## config.mk

```make
export PLATFORM = sky130hd
export DESIGN_NAME = nb_mag_compare_seq
export DESIGN_NICKNAME = d
export VERILOG_FILES = /design/src/rtl/nb_cmp_pkg.sv /design/src/rtl/nb_twos_comp.sv /design/src/rtl/nb_mag_compare_seq.sv
export SDC_FILE = /design/constraint.sdc
export NUM_CORES = 1
export LEC_CHECK = 0
export CORE_MARGIN = 4
export CORE_UTILIZATION = 32
export DETAILED_ROUTE_END_ITERATION = 7
export PLACE_DENSITY_LB_ADDON = 0.25
export SLEW_MARGIN = 5
export SYNTH_ARGS = -nofsm -noshare
export SYNTH_HDL_FRONTEND = slang
export SYNTH_SLANG_ARGS = --single-unit
```

## constraint.sdc

```tcl
create_clock -name clk -period 3.7 [get_ports clk]
set_input_delay 0.37 -clock clk [delete_from_list [all_inputs] [get_ports clk]]
set_output_delay 0.37 -clock clk [all_outputs]
set_load 0.05 [all_outputs]
```

## src/rtl/nb_cmp_pkg.sv

```systemverilog
// Shared definitions for the sequential magnitude comparator: FSM encoding and
// the bit-counter width helper.
package nb_cmp_pkg;

  localparam logic [1:0] S_IDLE = 2'd0;
  localparam logic [1:0] S_CMP  = 2'd1;
  localparam logic [1:0] S_DONE = 2'd2;

  // Counter must hold n-1; never narrower than one bit.
  function automatic int unsigned cnt_width(input int unsigned w);
    return (w > 2) ? $clog2(w) : 1;
  endfunction

endpackage

```

## src/rtl/nb_twos_comp.sv

```systemverilog
// n-bit two's-complement sign changer: y = ~x + 1, wrapping at n bits.
module nb_twos_comp #(
  parameter int unsigned n = 5
) (
  input  logic [n-1:0] x,
  output logic [n-1:0] y
);

  assign y = ~x + n'(1);

endmodule

```

## src/rtl/nb_mag_compare_seq.sv

```systemverilog
// Sequential MSB-first magnitude comparator; optional |a| vs |b| in signed mode,
// fixed n compare cycles, one-cycle done pulse with registered result flags.
module nb_mag_compare_seq
  import nb_cmp_pkg::*;
#(
  parameter int unsigned n = 5
) (
  input  logic         clk,
  input  logic         rst,
  input  logic         start,
  input  logic         signed_mode,
  input  logic [n-1:0] a,
  input  logic [n-1:0] b,
  output logic         busy,
  output logic         done,
  output logic         a_gt_b,
  output logic         a_eq_b,
  output logic         a_lt_b
);

  localparam int unsigned CNT_W = cnt_width(n);

  logic [n-1:0]     neg_a, neg_b, mag_a, mag_b;
  logic [1:0]       state, state_n;
  logic [n-1:0]     sh_a, sh_a_n, sh_b, sh_b_n;
  logic [CNT_W-1:0] cnt, cnt_n;
  logic             gt, gt_n, lt, lt_n;
  logic             busy_n, done_n, a_gt_b_n, a_eq_b_n, a_lt_b_n;

  nb_twos_comp #(.n(n)) u_neg_a (.x(a), .y(neg_a));
  nb_twos_comp #(.n(n)) u_neg_b (.x(b), .y(neg_b));

  // The most negative value negates to itself, read unsigned as 2^(n-1).
  assign mag_a = (signed_mode & a[n-1]) ? neg_a : a;
  assign mag_b = (signed_mode & b[n-1]) ? neg_b : b;

  always_comb begin
    state_n  = state;
    sh_a_n   = sh_a;
    sh_b_n   = sh_b;
    cnt_n    = cnt;
    gt_n     = gt;
    lt_n     = lt;
    busy_n   = busy;
    done_n   = 1'b0;
    a_gt_b_n = a_gt_b;
    a_eq_b_n = a_eq_b;
    a_lt_b_n = a_lt_b;
    case (state)
      S_IDLE: begin
        if (start) begin
          sh_a_n  = mag_a;
          sh_b_n  = mag_b;
          gt_n    = 1'b0;
          lt_n    = 1'b0;
          cnt_n   = CNT_W'(n - 1);
          busy_n  = 1'b1;
          state_n = S_CMP;
        end
      end
      S_CMP: begin
        // First differing bit from the MSB decides; later bits are ignored.
        if (!gt && !lt && (sh_a[n-1] != sh_b[n-1])) begin
          gt_n = sh_a[n-1];
          lt_n = sh_b[n-1];
        end
        sh_a_n = {sh_a[n-2:0], 1'b0};
        sh_b_n = {sh_b[n-2:0], 1'b0};
        cnt_n  = cnt - CNT_W'(1);
        if (cnt == '0) begin
          state_n = S_DONE;
        end
      end
      S_DONE: begin
        done_n   = 1'b1;
        busy_n   = 1'b0;
        a_gt_b_n = gt;
        a_lt_b_n = lt;
        a_eq_b_n = ~gt & ~lt;
        state_n  = S_IDLE;
      end
      default: begin
        state_n = S_IDLE;
      end
    endcase
  end

  always_ff @(posedge clk) begin
    if (rst) begin
      state  <= S_IDLE;
      sh_a   <= '0;
      sh_b   <= '0;
      cnt    <= '0;
      gt     <= 1'b0;
      lt     <= 1'b0;
      busy   <= 1'b0;
      done   <= 1'b0;
      a_gt_b <= 1'b0;
      a_eq_b <= 1'b0;
      a_lt_b <= 1'b0;
    end else begin
      state  <= state_n;
      sh_a   <= sh_a_n;
      sh_b   <= sh_b_n;
      cnt    <= cnt_n;
      gt     <= gt_n;
      lt     <= lt_n;
      busy   <= busy_n;
      done   <= done_n;
      a_gt_b <= a_gt_b_n;
      a_eq_b <= a_eq_b_n;
      a_lt_b <= a_lt_b_n;
    end
  end

endmodule
```

==> results_dict.tcl <==
set metrics [dict create \
    ys_top_cells_by_area "dfxtp_1, a22oi_1, a21oi_1" \
    synth_top_area_frac 0.3946 \
    via_count 939 \
    synthesis.area_mm2 0.001116 \
    post-route-drc-count 0 \
    regArea_um2 440.4 \
    ys_seq_area_frac 0.3946 \
    cp-start-kind "register" \
    vias_per_cell 5.131 \
    cts_buffers 3 \
    gp_congestion 0.7640 \
    num_antenna_cells 0 \
    critPathMaxFanout 14 \
    grt_pass1_wl_um 4174 \
    clock_path_buffers 2 \
    core-area_mm2 0.003363 \
    async_reset_ff_frac 0 \
    cellPowerDensity_mw_per_mm2 409.7 \
    timing.final.ws_setup_ns 1.813 \
    ios 19 \
    hold_viol 0 \
    setup_tns_ns 0 \
    finalPower_mw 0.5573 \
    synth.ff_latch_count 22 \
    p_leak_nw 0.5091 \
    gr-total-overflow 0 \
    h-tree-depth 1 \
    arrival_ns 2.11 \
    synthDistinctLibCells 32 \
    die_w_um 67.06 \
    criticalPathCategory "reg -> reg" \
    pre_cts_ws_ns 1.540 \
    postRouteWirelength_um 2401 \
    synth-edff-count 0 \
    clock_latency_ns 0.31 \
    worstMarginPinSlew_ns 0.9732 \
    final_antenna_net_count 0 \
    cap_viol_max_count 0 \
    syn_avg_cell_area_um2 9.074 \
    fmax_mhz 529.8 \
    initial_core_util 0.3318 \
    grt_usage 0.1228 \
    multiInputGateArea_um2 595.6 \
    period_share 0.5101 \
    endpoint_kind "register" \
    dieArea_mm2 0.004496 \
    io_buffers 18 \
    final.setup_skew_ns 0.01603 \
    holdWs_ns 0.4795 \
    slew_viol_final 0 \
    cts.sinks 22 \
    dp_hpwl_um 1800 \
    grt_pass1_vias 906 \
    area_growth_pct 21.86 \
    clkTransAtPathRegs_ns 0.13 \
    antenna_found_initial 0 \
    holdBufCountCts 0 \
    fillers 361 \
    grt_max_degree 29 \
    drive_above_1_share 0.03650 \
    status "finished, final reports clean" \
    cts_tree "yes" \
    cp_data_required_time_ns 3.92 \
    wire_per_inst_um 13.12 \
    slew_headroom 0.3498 \
    final_area_mm2 0.001360 \
    row_count 21 \
    synthCells 123 \
    drt_iter0_drc 28 \
    dpl_cell_area_mm2 0.001308 \
    syn-num-nets 141 \
    die_y_um 67.06 \
    final_nets 156 \
    min_period_ns 1.887 \
    hold_class "reg -> reg" \
    synth-main-ff-cell "dfxtp_1" \
    drt_pre_antenna_iters 4 \
    ir_worst_vdd_mv 0.3239 \
    cts_setup_buffers 0 \
    cts_resized 0 \
    yosysTopAreaCell "dfxtp_1" \
    rsz0062_at_grt "false" \
    final-setup-viol-count 0 \
    cts_root_buffer "clkbuf_4" \
    yosysWarnings 0 \
]
power breakdown:
part | switching [mW] | total (mW) | leakage, nW | internal (mW)
Clock | 0.0731 | 0.183 | 0.0279 | 0.110
Sequential | 0.0129 | 0.267 | 0.180 | 0.254
Combinational | 0.0595 | 0.108 | 0.301 | 0.0484
Total | 0.146 | 0.557 | 0.509 | 0.412
path summary, 6_finish.rpt:
kind	startpoint	to	slack, ns	depth (start not counted)
worst max register to register	state[0]$_SDFFE_PP0P_	gt$_SDFFE_PP0P_	1.81	3
worst max-delay path	state[0]$_SDFFE_PP0P_	gt$_SDFFE_PP0P_	1.81	3
worst min register to register	cnt[1]$_SDFFE_PP0P_	cnt[1]$_SDFFE_PP0P_	0.48	2
worst min-delay path	cnt[1]$_SDFFE_PP0P_	cnt[1]$_SDFFE_PP0P_	0.48	2
sequential cells by signal (all words and copies together) (netlist names):
register	count
a_eq_b	1
busy	1
done	1
sh_a	5
a_lt_b	1
sh_b	5
gt	1
a_gt_b	1
cnt	3
lt	1
state	2
synthesized netlist by cell type, types with 2 or more instances:
master / count
clkbuf_1: 5
nor4bb_1: 2
nor2_1: 6
o211ai_1: 4
nand3b_1: 6
a21oi_1: 10
nor3b_1: 4
inv_1: 9
nor2b_1: 2
nor4b_1: 2
nand2_1: 2
a22oi_1: 8
or4_1: 2
ha_1: 4
nand4b_1: 2
nand2b_1: 3
o311ai_0: 2
o21ai_0: 5
dfxtp_1: 22
nand3_1: 3
and3_1: 2
a21boi_0: 2
a211oi_1: 2
mux2i_1: 5
buf_6: 2
cell usage in the layout (no fill, tap or decap), types with 4 or more instances in the layout:
cell type        count
nor2_1               6
nand3b_1             6
o211ai_1             4
mux2i_1              5
a21oi_1             10
ha_1                 4
a22oi_1              8
o21ai_0              5
clkdlybuf4s50_1     18
dfxtp_1             22
inv_1                9
nor3b_1              4
per-layer routing:
layer | wire length (µm) | track usage | vias to the layer above
li1 | - | - | 489
met1 | 1183 | 0.1606 | 433
met2 | 1119 | 0.1902 | 13
met3 | 64 | 0.03710 | 4
met4 | 34 | 0.04051 | 0
met5 | 0 | 0 | -
area by class of cell:
class,count,area share
Clock buffer,3,0.01656
Clock inverter,1,0.02208
Inverter,9,0.02484
Timing Repair Buffer,18,0.1325
Multi-Input combinational cell,84,0.4379
Tap cell,46,0.04232
Sequential cell,22,0.3238
worst max-delay path: stages, from the launching register on:
cell	delay, ns
dfxtp_1	0.53
nor2b_1	0.82
a31oi_1	0.21
o21ai_0	0.24
cells by family (layout without fill, tap and decap cells):
kind of cell | after synthesis | after routing | synth area share
AND/OR/NAND/NOR | 39 | 39 | 0.2332
AO/OA/AOI/OAI | 35 | 35 | 0.2029
flip-flops | 22 | 22 | 0.3946
buffers and inverters | 17 | 31 | 0.07174
multiplexers | 5 | 5 | 0.04484
adder cells (fa/ha/maj) | 4 | 4 | 0.04484
XOR/XNOR | 1 | 1 | 0.007849
metrics by stage:
step,instances,util
2_1_floorplan,123,-
6_report,183,0.4044
5_1_grt,183,0.4044
3_5_place_dp,179,0.3888
3_3_place_gp,179,0.3888
4_1_cts,183,0.4044
(Power assumes the default switching activity.)
